==> config.mk <==
export PLATFORM = sky130hd
export DESIGN_NAME = gcd_controller_flat
export DESIGN_NICKNAME = d
export VERILOG_FILES = /design/src/rtl/gcd_pkg.sv /design/src/rtl/gcd_controller_if.sv /design/src/rtl/sat_counter.sv /design/src/rtl/gcd_controller.sv /design/src/flat_wrapper.sv
export SDC_FILE = /design/constraint.sdc
export NUM_CORES = 1
export LEC_CHECK = 0
export ABC_CLOCK_PERIOD_IN_PS = 1690
export CORE_MARGIN = 2
export CORE_UTILIZATION = 25
export CTS_CLUSTER_DIAMETER = 40
export DETAILED_ROUTE_END_ITERATION = 10
export PLACE_DENSITY_LB_ADDON = 0.1
export SYNTH_ARGS = -nofsm -noshare
export SYNTH_HDL_FRONTEND = slang
export SYNTH_SLANG_ARGS = --single-unit
==> constraint.sdc <==
create_clock -name clk -period 1.69 [get_ports clk]
set_input_delay 0.2535 -clock clk [delete_from_list [all_inputs] [get_ports clk]]
set_output_delay 0.2535 -clock clk [all_outputs]
set_load 0.02 [all_outputs]
==> src/rtl/gcd_pkg.sv <==
// Shared constants for the GCD controller and its datapath.
package gcd_pkg;

  // Datapath operand width; the op counter is one bit wider.
  localparam int unsigned NUM_OF_BITS = 5;
  localparam int unsigned CNT_W       = NUM_OF_BITS + 1;

  typedef enum logic [1:0] {
    StIdle = 2'd0,
    StCalc = 2'd1,
    StDone = 2'd2
  } gcd_state_e;

  // Mux A select
  localparam logic [1:0] ASEL_IN  = 2'd0;
  localparam logic [1:0] ASEL_SUB = 2'd1;
  localparam logic [1:0] ASEL_B   = 2'd2;

  // Mux B select
  localparam logic BSEL_A  = 1'b0;
  localparam logic BSEL_IN = 1'b1;

endpackage

==> src/rtl/gcd_controller_if.sv <==
// Handshake, datapath control and status signals between the GCD controller and its environment.
interface gcd_controller_if;
  import gcd_pkg::*;

  logic             start;
  logic             ack;
  logic             B_eq_0;
  logic             A_lessThan_B;
  logic [1:0]       Asel;
  logic             Aen;
  logic             Bsel;
  logic             Ben;
  logic             ready;
  logic             busy;
  logic             done;
  logic [CNT_W-1:0] cycles;

  // Controller side
  modport master (
    input  start, ack, B_eq_0, A_lessThan_B,
    output Asel, Aen, Bsel, Ben, ready, busy, done, cycles
  );

  // Environment side (top level / datapath / consumer)
  modport slave (
    output start, ack, B_eq_0, A_lessThan_B,
    input  Asel, Aen, Bsel, Ben, ready, busy, done, cycles
  );

endinterface

==> src/rtl/sat_counter.sv <==
// Up-counter with synchronous clear that sticks at all-ones instead of wrapping.
module sat_counter #(
  parameter int unsigned Width = 6
) (
  input  logic             clk,
  input  logic             rst_n,
  input  logic             clr_i,
  input  logic             inc_i,
  output logic [Width-1:0] cnt_o
);

  logic [Width-1:0] cnt_q, cnt_d;

  // Clear wins over increment; increment stops at all-ones.
  always_comb begin
    cnt_d = cnt_q;
    if (clr_i) begin
      cnt_d = '0;
    end else if (inc_i && (cnt_q != '1)) begin
      cnt_d = cnt_q + {{(Width-1){1'b0}}, 1'b1};
    end
  end

  // Count register
  always_ff @(posedge clk or negedge rst_n) begin
    if (!rst_n) begin
      cnt_q <= '0;
    end else begin
      cnt_q <= cnt_d;
    end
  end

  assign cnt_o = cnt_q;

endmodule

==> src/rtl/gcd_controller.sv <==
// Sequencer for the subtract-and-swap GCD datapath: load, iterate, hold result behind done/ack.
module gcd_controller
  import gcd_pkg::*;
(
  input logic              clk,
  input logic              rst_n,
  gcd_controller_if.master bus_io
);

  gcd_state_e state_q, state_d;
  logic       cnt_clr, cnt_inc;

  // State register
  always_ff @(posedge clk or negedge rst_n) begin
    if (!rst_n) begin
      state_q <= StIdle;
    end else begin
      state_q <= state_d;
    end
  end

  // Next state; in CALC a pending swap takes priority over the B==0 finish test.
  always_comb begin
    state_d = state_q;
    unique case (state_q)
      StIdle:  if (bus_io.start) state_d = StCalc;
      StCalc:  if (!bus_io.A_lessThan_B && bus_io.B_eq_0) state_d = StDone;
      StDone:  if (bus_io.ack) state_d = StIdle;
      default: state_d = StIdle;
    endcase
  end

  // Datapath controls; gated by reset so a held start cannot load during reset.
  always_comb begin
    bus_io.Asel = ASEL_IN;
    bus_io.Aen  = 1'b0;
    bus_io.Bsel = BSEL_A;
    bus_io.Ben  = 1'b0;
    cnt_clr     = 1'b0;
    cnt_inc     = 1'b0;
    if (rst_n) begin
      unique case (state_q)
        StIdle: begin
          if (bus_io.start) begin
            bus_io.Asel = ASEL_IN;
            bus_io.Aen  = 1'b1;
            bus_io.Bsel = BSEL_IN;
            bus_io.Ben  = 1'b1;
            cnt_clr     = 1'b1;
          end
        end
        StCalc: begin
          if (bus_io.A_lessThan_B) begin
            bus_io.Asel = ASEL_B;
            bus_io.Aen  = 1'b1;
            bus_io.Bsel = BSEL_A;
            bus_io.Ben  = 1'b1;
            cnt_inc     = 1'b1;
          end else if (!bus_io.B_eq_0) begin
            bus_io.Asel = ASEL_SUB;
            bus_io.Aen  = 1'b1;
            cnt_inc     = 1'b1;
          end
        end
        default: ;
      endcase
    end
  end

  assign bus_io.ready = (state_q == StIdle);
  assign bus_io.busy  = (state_q == StCalc);
  assign bus_io.done  = (state_q == StDone);

  sat_counter #(
    .Width (CNT_W)
  ) u_op_cnt (
    .clk   (clk),
    .rst_n (rst_n),
    .clr_i (cnt_clr),
    .inc_i (cnt_inc),
    .cnt_o (bus_io.cycles)
  );

endmodule
==> src/flat_wrapper.sv <==
// flat-port wrapper written by rule: the top's interface ports become plain ports
module gcd_controller_flat import gcd_pkg::*;
  (clk, rst_n, bus_io_start, bus_io_ack, bus_io_B_eq_0, bus_io_A_lessThan_B, bus_io_Asel, bus_io_Aen, bus_io_Bsel, bus_io_Ben, bus_io_ready, bus_io_busy, bus_io_done, bus_io_cycles);
  gcd_controller_if bus_io_i ();
  input logic clk;
  input logic rst_n;
  input wire logic [$bits(bus_io_i.start)-1:0] bus_io_start;
  input wire logic [$bits(bus_io_i.ack)-1:0] bus_io_ack;
  input wire logic [$bits(bus_io_i.B_eq_0)-1:0] bus_io_B_eq_0;
  input wire logic [$bits(bus_io_i.A_lessThan_B)-1:0] bus_io_A_lessThan_B;
  output wire logic [$bits(bus_io_i.Asel)-1:0] bus_io_Asel;
  output wire logic [$bits(bus_io_i.Aen)-1:0] bus_io_Aen;
  output wire logic [$bits(bus_io_i.Bsel)-1:0] bus_io_Bsel;
  output wire logic [$bits(bus_io_i.Ben)-1:0] bus_io_Ben;
  output wire logic [$bits(bus_io_i.ready)-1:0] bus_io_ready;
  output wire logic [$bits(bus_io_i.busy)-1:0] bus_io_busy;
  output wire logic [$bits(bus_io_i.done)-1:0] bus_io_done;
  output wire logic [$bits(bus_io_i.cycles)-1:0] bus_io_cycles;
  assign bus_io_i.start = bus_io_start;
  assign bus_io_i.ack = bus_io_ack;
  assign bus_io_i.B_eq_0 = bus_io_B_eq_0;
  assign bus_io_i.A_lessThan_B = bus_io_A_lessThan_B;
  assign bus_io_Asel = bus_io_i.Asel;
  assign bus_io_Aen = bus_io_i.Aen;
  assign bus_io_Bsel = bus_io_i.Bsel;
  assign bus_io_Ben = bus_io_i.Ben;
  assign bus_io_ready = bus_io_i.ready;
  assign bus_io_busy = bus_io_i.busy;
  assign bus_io_done = bus_io_i.done;
  assign bus_io_cycles = bus_io_i.cycles;
  gcd_controller u_core (.clk(clk), .rst_n(rst_n), .bus_io(bus_io_i));
endmodule
==> flow_summary.yaml, run 1 <==
grt:
  grt_pass1_wl_um: 2460
  antenna_found_initial: 0
  grt_max_degree: 10
  grt_pass1_vias: 580
  grt_remaining_overflow: 0
  track_usage_pct: 13.1
power_and_ir_drop:
  leakagePower_nw: 0.386
  ir_drop_mv: 0.812
  power_uw: 984
  p_per_area_nw_per_um2: 1190
logic_synthesis:
  seq_area_frac_synth_pct: 37.8
  synth_top_area_share_pct: 37.8
  synth.top_cells.by_count: "8 x dfrtp_1, 7 x nor2_1, 6 x nand2_1, 6 x o21ai_0, 4 x nand3_1"
  syn_inst: 58
  syn_area_um2: 529
  synth_top_cell_by_area: "dfrtp_1"
  ys_seq_elements: 8
  synth.avg_cell_area_um2: 9.13
  synthFlopType: "dfrtp_1"
  synthTopCellsByArea: "dfrtp_1 38%, o21ai_0 5.7%, nor2b_4 5.2%"
  yosysMostFrequentCell: "dfrtp_1"
  yosys_warnings: 0
  syn-num-nets: 65
  async_flop_share_pct: 100
  post_synth_num_cell_types: 26
  synth_edf_count: 0
cells_and_area:
  layout-drive-gt1-share_pct: 28.9
  area_growth_pct: 56.7
  final_util_pct: 41.9
  nets: 99
  diodes: 0
  fillers: 204
min_path:
  hp-class: "primary input to async pin"
placed_design:
  gp_congestion: 0.816
  dpl.hpwl_um: 1130
  place.port_buffers: 19
worst_setup_path:
  crit_buf_inv: 1
  crit_family: "buffers and inverters"
  slowest_delay_ps: 650
  path_max_fanout: 7
  worst_path_max_delay_cell: "clkdlybuf4s50_1"
  cp-start-kind: "flop"
  critical_path_class: "flop to primary output"
  r2r_slack_ps: 240
  cp_cell_sequence: "clkdlybuf4s50_1"
  cp.arrival_ps: 1370
  required_ps: 1440
  r2r_end: "u_core.u_op_cnt.cnt_o[0]$_DFFE_PN0P_"
  reg2reg_depth: 5
  end_kind: "primary output"
  rr_startpoint: "u_core.u_op_cnt.cnt_o[0]$_DFFE_PN0P_"
drt:
  ant_nets: 0
  wl_per_cell_um: 12.1
  viasPerCell: 4.77
  top_layer: "met3"
  wirelength_um: 1420
  wl_met3_um: 73
  drtPass1Iterations: 4
  wl_met1_um: 643
  first_iter_violations: 7
  dr_total_vias: 558
  wl_met2_um: 699
  drc_errors: 0
floorplan:
  ioPinCount: 20
  core_area_um2: 1980
  rows: 16
  die_h_um: 50.0
  start_util_pct: 26.7
  dieArea_um2: 2500
  fp.dieW_um: 50.0
timing:
  slew_headroom_pct: 82.6
  timing.fmax_mhz: 615
  finClkSkew_ps: 6.30
  maxSlewViolCount: 0
  rsz0062_at_grt: "false"
  finalCritPeriodShare_pct: 96.2
  hold_viol: 0
  setup_viol: 0
  tightest_slew_ps: 259
  finalCriticalPeriod_ps: 1620
clocking:
  cts.sinks: 8
  clockBufferDepth: 2
  cts_buffers: 3
  clk_latency_ps: 250
  post-cts-setup-buffers: 0
  cts.clk_slew.worst_paths_ps: 60
  h-tree-depth: 1
  tritoncts: "yes"
  cts_hold_buf: 0
  clockRootBuffer: "clkbuf_4"
run_status:
  status: "complete, no violations"
job:
  cap_viol_max_count: 0
-- per-stage QoR --
step	setup TNS (ps)	hold slack [ps]	std cells	area, um^2	worst slack, ps
2_1_floorplan	0	-42.1	58	529	251
3_3_place_gp	-1520	552	114	825	-339
3_5_place_dp	-1560	545	114	825	-341
4_1_cts	0	312	117	846	1.52
5_1_grt	0	319	117	830	10.5
6_report	0	312	117	830	65.0
-- flip-flops by register name, indices dropped and copies added (netlist names) --
| signal | cells |
|---|---|
| u_core.u_op_cnt.cnt_o | 6 |
| u_core.state_q | 2 |
-- layer usage --
| layer | GRT usage (%) | vias up |
|---|---|---|
| met3 | 5.76 | 0 |
| met1 | 17.9 | 268 |
| met2 | 18.9 | 14 |
| met5 | 0 | - |
| li1 | - | 276 |
| met4 | 2.78 | 0 |
-- report_power, final --
part / switching [mW] / internal, mW / total (mW)
Sequential: 0.0922 / 0.250 / 0.342
Clock: 0.0656 / 0.0813 / 0.147
Combinational: 0.247 / 0.248 / 0.495
Total: 0.405 / 0.579 / 0.984
-- how the worst max path moves through the flow --
stage / cells past startpoint / to / startpoint
final: 1 / bus_io_cycles[3] / u_core.u_op_cnt.cnt_o[3]$_DFFE_PN0P_
after global routing: 5 / bus_io_Asel[1] / rst_n
after CTS: 6 / bus_io_Aen / rst_n
after detailed placement: 5 / bus_io_Ben / rst_n
after global placement: 6 / bus_io_Aen / rst_n
after floorplan: 5 / u_core.u_op_cnt.cnt_o[0]$_DFFE_PN0P_ / u_core.u_op_cnt.cnt_o[0]$_DFFE_PN0P_
-- cell families after synthesis --
family | synth area share (%)
simple gates | 27.2
compound gates | 24.4
flops | 37.8
buf+inv | 5.44
mux | 2.84
fa+ha+maj | 2.36
-- area by class of cell --
class / instances / area, um^2 / area share [%]
tap: 27 / 33.8 / 4.07
clock buffer: 3 / 22.5 / 2.71
sequential: 8 / 201 / 24.3
timing repair buffer: 30 / 254 / 30.6
inverter: 4 / 17.5 / 2.11
multi-input combinational: 45 / 300 / 36.2
-- cells in the final DEF (no fill, tap or decap), drive strengths merged --
| cell | n |
|---|---|
| nor3 | 1 |
| a22o | 1 |
| nor2 | 7 |
| clkdlybuf4s50 | 11 |
| o21ai | 6 |
| o211ai | 1 |
| dfrtp | 8 |
| nor2b | 5 |
| buf | 14 |
| ha | 1 |
| nand2 | 6 |
| dlygate4sd2 | 3 |
| o311ai | 1 |
| a21oi | 3 |
| a31oi | 1 |
| mux2 | 1 |
| clkbuf | 3 |
| and3 | 1 |
| clkdlybuf4s15 | 2 |
| nand3 | 4 |
| a32o | 1 |
| inv | 4 |
| o31ai | 2 |
| nand2b | 1 |
| a41oi | 1 |
| nand3b | 1 |
-- repair_timing --
action | 4_1_cts | 5_1_grt
gates cloned | 0 | 0
endpoints found under the hold margin | 0 | 0
endpoints found under the setup margin | 8 | 5
resized for setup | 17 | 5
Power figures use the tool's default switching activity.
==> inputs of run 2 (changes only) <==
- CORE_AREA: unset -> 2 2 39 41
- CORE_MARGIN: 2 -> unset
- CORE_UTILIZATION: 25 -> unset
- DIE_AREA: unset -> 0 0 41 43
- REMOVE_ABC_BUFFERS: unset -> 1
==> run 2 against run 1 <==
Against the previous run:
- total power is 0.37% lower
- sequential power is 1% lower
- non-clock buffer count stayed put
- highest routed layer unchanged
- register-to-register slack worse by 20 ps
- clock power hardly changed
- combinational power hardly changed
- largest power group unchanged
==> flow_summary.yaml, run 2 (synthesis gave the netlist of run 1 again) <==
clocking:
  clk_latency_ps: 250
  clockRootBuffer: "clkbuf_4"
  tritoncts: "yes"
  h-tree-depth: 1
  clockBufferDepth: 2
  cts.clk_slew.worst_paths_ps: 60
  cts.sinks: 8
  cts_buffers: 3
grt:
  antenna_found_initial: 0
  grt_remaining_overflow: 0
  grt_pass1_wl_um: 1970
  track_usage_pct: 16.5
  grt_pass1_vias: 479
  grt_max_degree: 11
placed_design:
  dpl.hpwl_um: 979
  gp_congestion: 0.751
  place.port_buffers: 19
  place_ws_ps: -339
job:
  cap_viol_max_count: 0
power_and_ir_drop:
  p_per_area_nw_per_um2: 1210
  power_uw: 980
  leakagePower_nw: 0.386
  ir_drop_mv: 0.586
drt:
  wirelength_um: 1250
  drtPass1Iterations: 4
  ant_nets: 0
  drc_errors: 0
  dr_total_vias: 533
  viasPerCell: 5.03
  wl_per_cell_um: 11.8
  first_iter_violations: 10
timing:
  worst_slack_ps: 85.7
  hold_viol: 0
  finClkSkew_ps: 4.83
  tightest_slew_ps: 264
  timing.fmax_mhz: 623
  finalCritPeriodShare_pct: 94.9
  maxSlewViolCount: 0
  slew_headroom_pct: 82.1
  setup_viol: 0
  finalCriticalPeriod_ps: 1600
  rsz0062_at_grt: "false"
floorplan:
  ioPinCount: 20
  start_util_pct: 38.2
  dieArea_um2: 1760
  rows: 14
  core_area_um2: 1380
  fp.dieW_um: 41
  die_h_um: 43
worst_setup_path:
  rr_startpoint: "u_core.state_q[0]$_DFFE_PN0P_"
  cp-start-kind: "flop"
  cp_cell_sequence: "clkdlybuf4s50_1"
  required_ps: 1440
  critical_path_class: "flop to primary output"
  path_max_fanout: 7
  crit_buf_inv: 1
  cp.arrival_ps: 1350
  r2r_slack_ps: 220
  r2r_end: "u_core.u_op_cnt.cnt_o[0]$_DFFE_PN0P_"
  reg2reg_depth: 7
  slowest_delay_ps: 640
  worst_path_max_delay_cell: "clkdlybuf4s50_1"
  crit_family: "buffers and inverters"
  end_kind: "primary output"
cells_and_area:
  nets: 99
  diodes: 0
  layout-drive-gt1-share_pct: 30.0
  largest_reg_flops: 6
  mostFrequentLayoutCells: "11 x clkdlybuf4s50_1, 11 x buf_4, 7 x nor2_1, 7 x dfrtp_1"
  area_growth_pct: 53.2
run_status:
  status: "complete, no violations"
min_path:
  hp-class: "primary input to async pin"
[run 2: changes by cell type in the layout (fill, tap and decap cells not counted)]
| cell | delta |
|---|---|
| clkbuf_2 | +1 |
| clkdlybuf4s15_1 | -1 |
[run 2: worst max path at each step]
stage                                              start  slack, ps  cells past startpoint                                    to
floorplan           u_core.u_op_cnt.cnt_o[0]$_DFFE_PN0P_        250                      5  u_core.u_op_cnt.cnt_o[0]$_DFFE_PN0P_
global placement                                   rst_n       -340                      6                            bus_io_Aen
detailed placement                                 rst_n       -340                      5                            bus_io_Ben
CTS                                                rst_n          5                      6                            bus_io_Aen
global route        u_core.u_op_cnt.cnt_o[3]$_DFFE_PN0P_          7                      1                      bus_io_cycles[3]
finish              u_core.u_op_cnt.cnt_o[3]$_DFFE_PN0P_         90                      1                      bus_io_cycles[3]
[run 2: report_power, final]
part           switching, mW  internal [mW]  total (mW)
sequential            0.0874          0.249       0.337
combinational          0.247          0.247       0.494
clock                 0.0683         0.0815       0.150
total                  0.403          0.578       0.980
[run 2: stage by stage]
stage	instance area, um^2	hold WS, ps	utilization [%]	TNS (ps)	cells
2_1_floorplan	518	-42.1	-	0	57
3_3_place_gp	803	545	58.0	-1520	102
3_5_place_dp	803	550	58.0	-1570	102
4_1_cts	825	324	59.6	0	105
5_1_grt	811	330	58.6	0	106
6_report	811	315	58.6	0	106
[run 2: layer usage]
layer | global-route usage [%] | routed length (um) | vias to the layer above
met1 | 21.3 | 589 | 248
li1 | - | - | 276
met3 | 4.71 | 51 | 0
met5 | 0 | 0 | -
met2 | 24.1 | 606 | 9
met4 | 8.00 | 0 | 0
[run 2: cell type report]
class                           instances  area [um^2]
Sequential cell                         8          201
Clock buffer                            3         22.5
Tap cell                               16         20.0
Timing Repair Buffer                   30          249
Fill cell                             132          573
Multi-Input combinational cell         45          300
Inverter                                4         17.5
[run 2: repair_timing]
action                     in CTS  in global routing
setup buffers                   0                  1
gates resized for setup        17                  6
setup endpoints to repair       8                  5
hold buffers                    0                  0
[run 2: worst register-to-register path: stages (launching register included)]
cell and delay (ps):
dfrtp_2 460, buf_4 180, nand3b_2 110, o211ai_4 100, inv_4 60, buf_4 120, o31ai_2 70, mux2_4 260
==> inputs of run 3 (changes only) <==
- ABC_AREA: unset -> 1
- CORE_AREA: 2 2 39 41 -> unset
- CORE_MARGIN: unset -> 2
- CORE_UTILIZATION: unset -> 42
- DIE_AREA: 0 0 41 43 -> unset
==> run 3 against run 2 <==
Against the previous run:
- register-to-register slack improved by 120 ps
- total power increased by 21%
- setup slack worse by 6.0 ps
- flip-flop and latch count is the same
- clock skew grew 4.1 ps
- synthesized cell count up 19%
- final cell count rose by 13%
- wire length up 1.4%
- fmax shrank 0.37%
- critical path type unchanged
- highest routed layer is now met4
==> flow_summary.yaml, run 3 <==
worst_setup_path:
  cp-start-kind: "flop"
  path_max_fanout: 6
  required_ps: 1440
  crit_family: "buffers and inverters"
  reg2reg_depth: 9
  critical_path_class: "flop to primary output"
  slowest_delay_ps: 650
  end_kind: "primary output"
  crit_buf_inv: 1
  r2r_slack_ps: 340
  rr_startpoint: "u_core.state_q[0]$_DFFE_PN0P_"
  cp.arrival_ps: 1360
  worst_path_max_delay_cell: "clkdlybuf4s50_1"
  cp_cell_sequence: "clkdlybuf4s50_1"
  r2r_end: "u_core.u_op_cnt.cnt_o[5]$_DFFE_PN0P_"
floorplan:
  die_h_um: 40.3
  ioPinCount: 20
  core_area_um2: 1270
  dieArea_um2: 1630
  start_util_pct: 43.7
  fp.dieW_um: 40.3
  rows: 13
timing:
  finalCriticalPeriod_ps: 1610
  setup_viol: 0
  tightest_slew_ps: 214
  rsz0062_at_grt: "false"
  tns_ps: 0
  finClkSkew_ps: 8.94
  worst_slack_ps: 79.6
  hold_viol: 0
  slew_headroom_pct: 85.6
  maxSlewViolCount: 0
  finalCritPeriodShare_pct: 95.3
  timing.fmax_mhz: 621
cells_and_area:
  layout-drive-gt1-share_pct: 32.4
  layout.cells.most_common: "nand2_1"
  final_util_pct: 70.2
  final_area_um2: 891
  area_growth_pct: 60.7
  nets: 114
  mostFrequentLayoutCells: "22 x nand2_1, 13 x buf_4, 11 x clkdlybuf4s50_1, 8 x dfrtp_1, 7 x inv_1"
  largest_reg_flops: 6
  diodes: 0
placed_design:
  gp_congestion: 0.684
  place.port_buffers: 19
  place_area_um2: 861
  dpl.hpwl_um: 994
  place_ws_ps: -256
drt:
  top_layer: "met4"
  wl_per_cell_um: 10.5
  wl_met3_um: 69
  ant_nets: 0
  wl_met2_um: 649
  wirelength_um: 1260
  wl_met1_um: 530
  viasPerCell: 4.78
  first_iter_violations: 7
  drc_errors: 0
  dr_total_vias: 573
  drtPass1Iterations: 5
clocking:
  cts_buffers: 3
  h-tree-depth: 1
  clk_latency_ps: 250
  clockRootBuffer: "clkbuf_4"
  cts.clk_slew.worst_paths_ps: 60
  tritoncts: "yes"
  cts.sinks: 8
  clockBufferDepth: 2
power_and_ir_drop:
  ir_drop_mv: 0.859
  p_per_area_nw_per_um2: 1330
  leakagePower_nw: 0.464
logic_synthesis:
  yosysMostFrequentCell: "nand2_1"
  syn_inst: 69
  synth_xor_area_share_pct: 3.16
  synth_top_cell_by_area: "dfrtp_1"
  synth-simple-area-share_pct: 45.8
  synth_top_family_by_area: "simple AND/OR/NAND/NOR gates"
  async_flop_share_pct: 100
  synth_edf_count: 0
  syn_area_um2: 554
  synthTopCellsByArea: "dfrtp_1 36%, nand2_1 15%, nand3_4 6.3%"
  synthFlopType: "dfrtp_1"
  synth_top_area_share_pct: 36.1
  yosys_warnings: 0
  synth.top_cells.by_count: "22 x nand2_1, 8 x dfrtp_1, 7 x inv_1"
  synth-compound-area-share_pct: 5.19
  post_synth_num_cell_types: 21
  synth.avg_cell_area_um2: 8.03
  post_synth_fa_ha_maj_area_fraction_pct: 2.26
  seq_area_frac_synth_pct: 36.1
  synthMuxAreaShare_pct: 0
  ys_seq_elements: 8
grt:
  track_usage_pct: 18.8
  grt_remaining_overflow: 0
  grt_pass1_vias: 490
  grt_max_degree: 8
  antenna_found_initial: 0
  grt_pass1_wl_um: 2020
min_path:
  hp-class: "primary input to async pin"
job:
  cap_viol_max_count: 0
run_status:
  status: "complete, no violations"
## run 3: cell types whose count changed in the layout (fill, tap and decap cells not counted), moves of 4 or more
cell	before	now
nand2_1	6	22
o21ai_0	6	0
inv_1	2	7
nor2_1	7	3
## run 3: where the power goes
group	switching, mW	internal [mW]
registers	0.0755	0.244
clock network	0.0618	0.0811
logic	0.372	0.353
total	0.510	0.679
## run 3: final cells by class
| type | count | area (um^2) |
|---|---|---|
| multi-input combinational | 50 | 319 |
| clock buffer | 3 | 22.5 |
| sequential | 8 | 200 |
| fill | 96 | 378 |
| inverter | 11 | 41.3 |
| timing repair buffer | 33 | 289 |
| tap | 15 | 18.8 |
## run 3: per-stage QoR
stage	hold WS, ps	power (mW)	std cells
final	441	1.19	120
after global routing	481	1.28	120
after CTS	442	1.14	119
after detailed placement	555	1.03	116
after global placement	539	1.02	116
after floorplan	-42.1	0.679	69
## run 3: worst max-delay path by stage
stage                                          from               end  slack, ps  cells after the start
6_report       u_core.u_op_cnt.cnt_o[2]$_DFFE_PN0P_  bus_io_cycles[2]         80                      1
5_1_grt                                       rst_n       bus_io_Bsel          4                      5
4_1_cts               u_core.state_q[1]$_DFFE_PN0P_    bus_io_Asel[0]         10                      4
3_5_place_dp                                  rst_n        bus_io_Ben       -260                      5
3_3_place_gp                                  rst_n    bus_io_Asel[0]       -250                      4
2_1_floorplan         u_core.state_q[1]$_DFFE_PN0P_    bus_io_Asel[0]         70                      3
## run 3: cell families after synthesis
| kind of cell | after synthesis |
|---|---|
| adders and majority gates | 1 |
| DFF | 8 |
| buffers and inverters | 11 |
| and+or+nand+nor | 43 |
| xor gates and xnor gates | 2 |
| AOI/OAI and AO/OA | 4 |
## run 3: worst reg2reg max path, cell delays in order, from the launching register on
cell     delay [ps]
dfrtp_1         380
inv_2            60
nor2_4          160
buf_12          120
nand3_4          50
buf_4           150
nor2_8          140
nor2_4           70
nand2_1          60
nand2_1          50
## run 3: routing by layer
layer,track usage [%],up-vias
li1,-,295
met1,23.4,258
met2,32.9,18
met3,1.67,2
met4,7.50,0
met5,0,-
## run 3: repair_timing
action,in CTS,in global routing
setup buffers,0,1
gates resized for setup,13,6
pin swaps,0,1
hold buffers,0,0
endpoints found under the setup margin,8,4
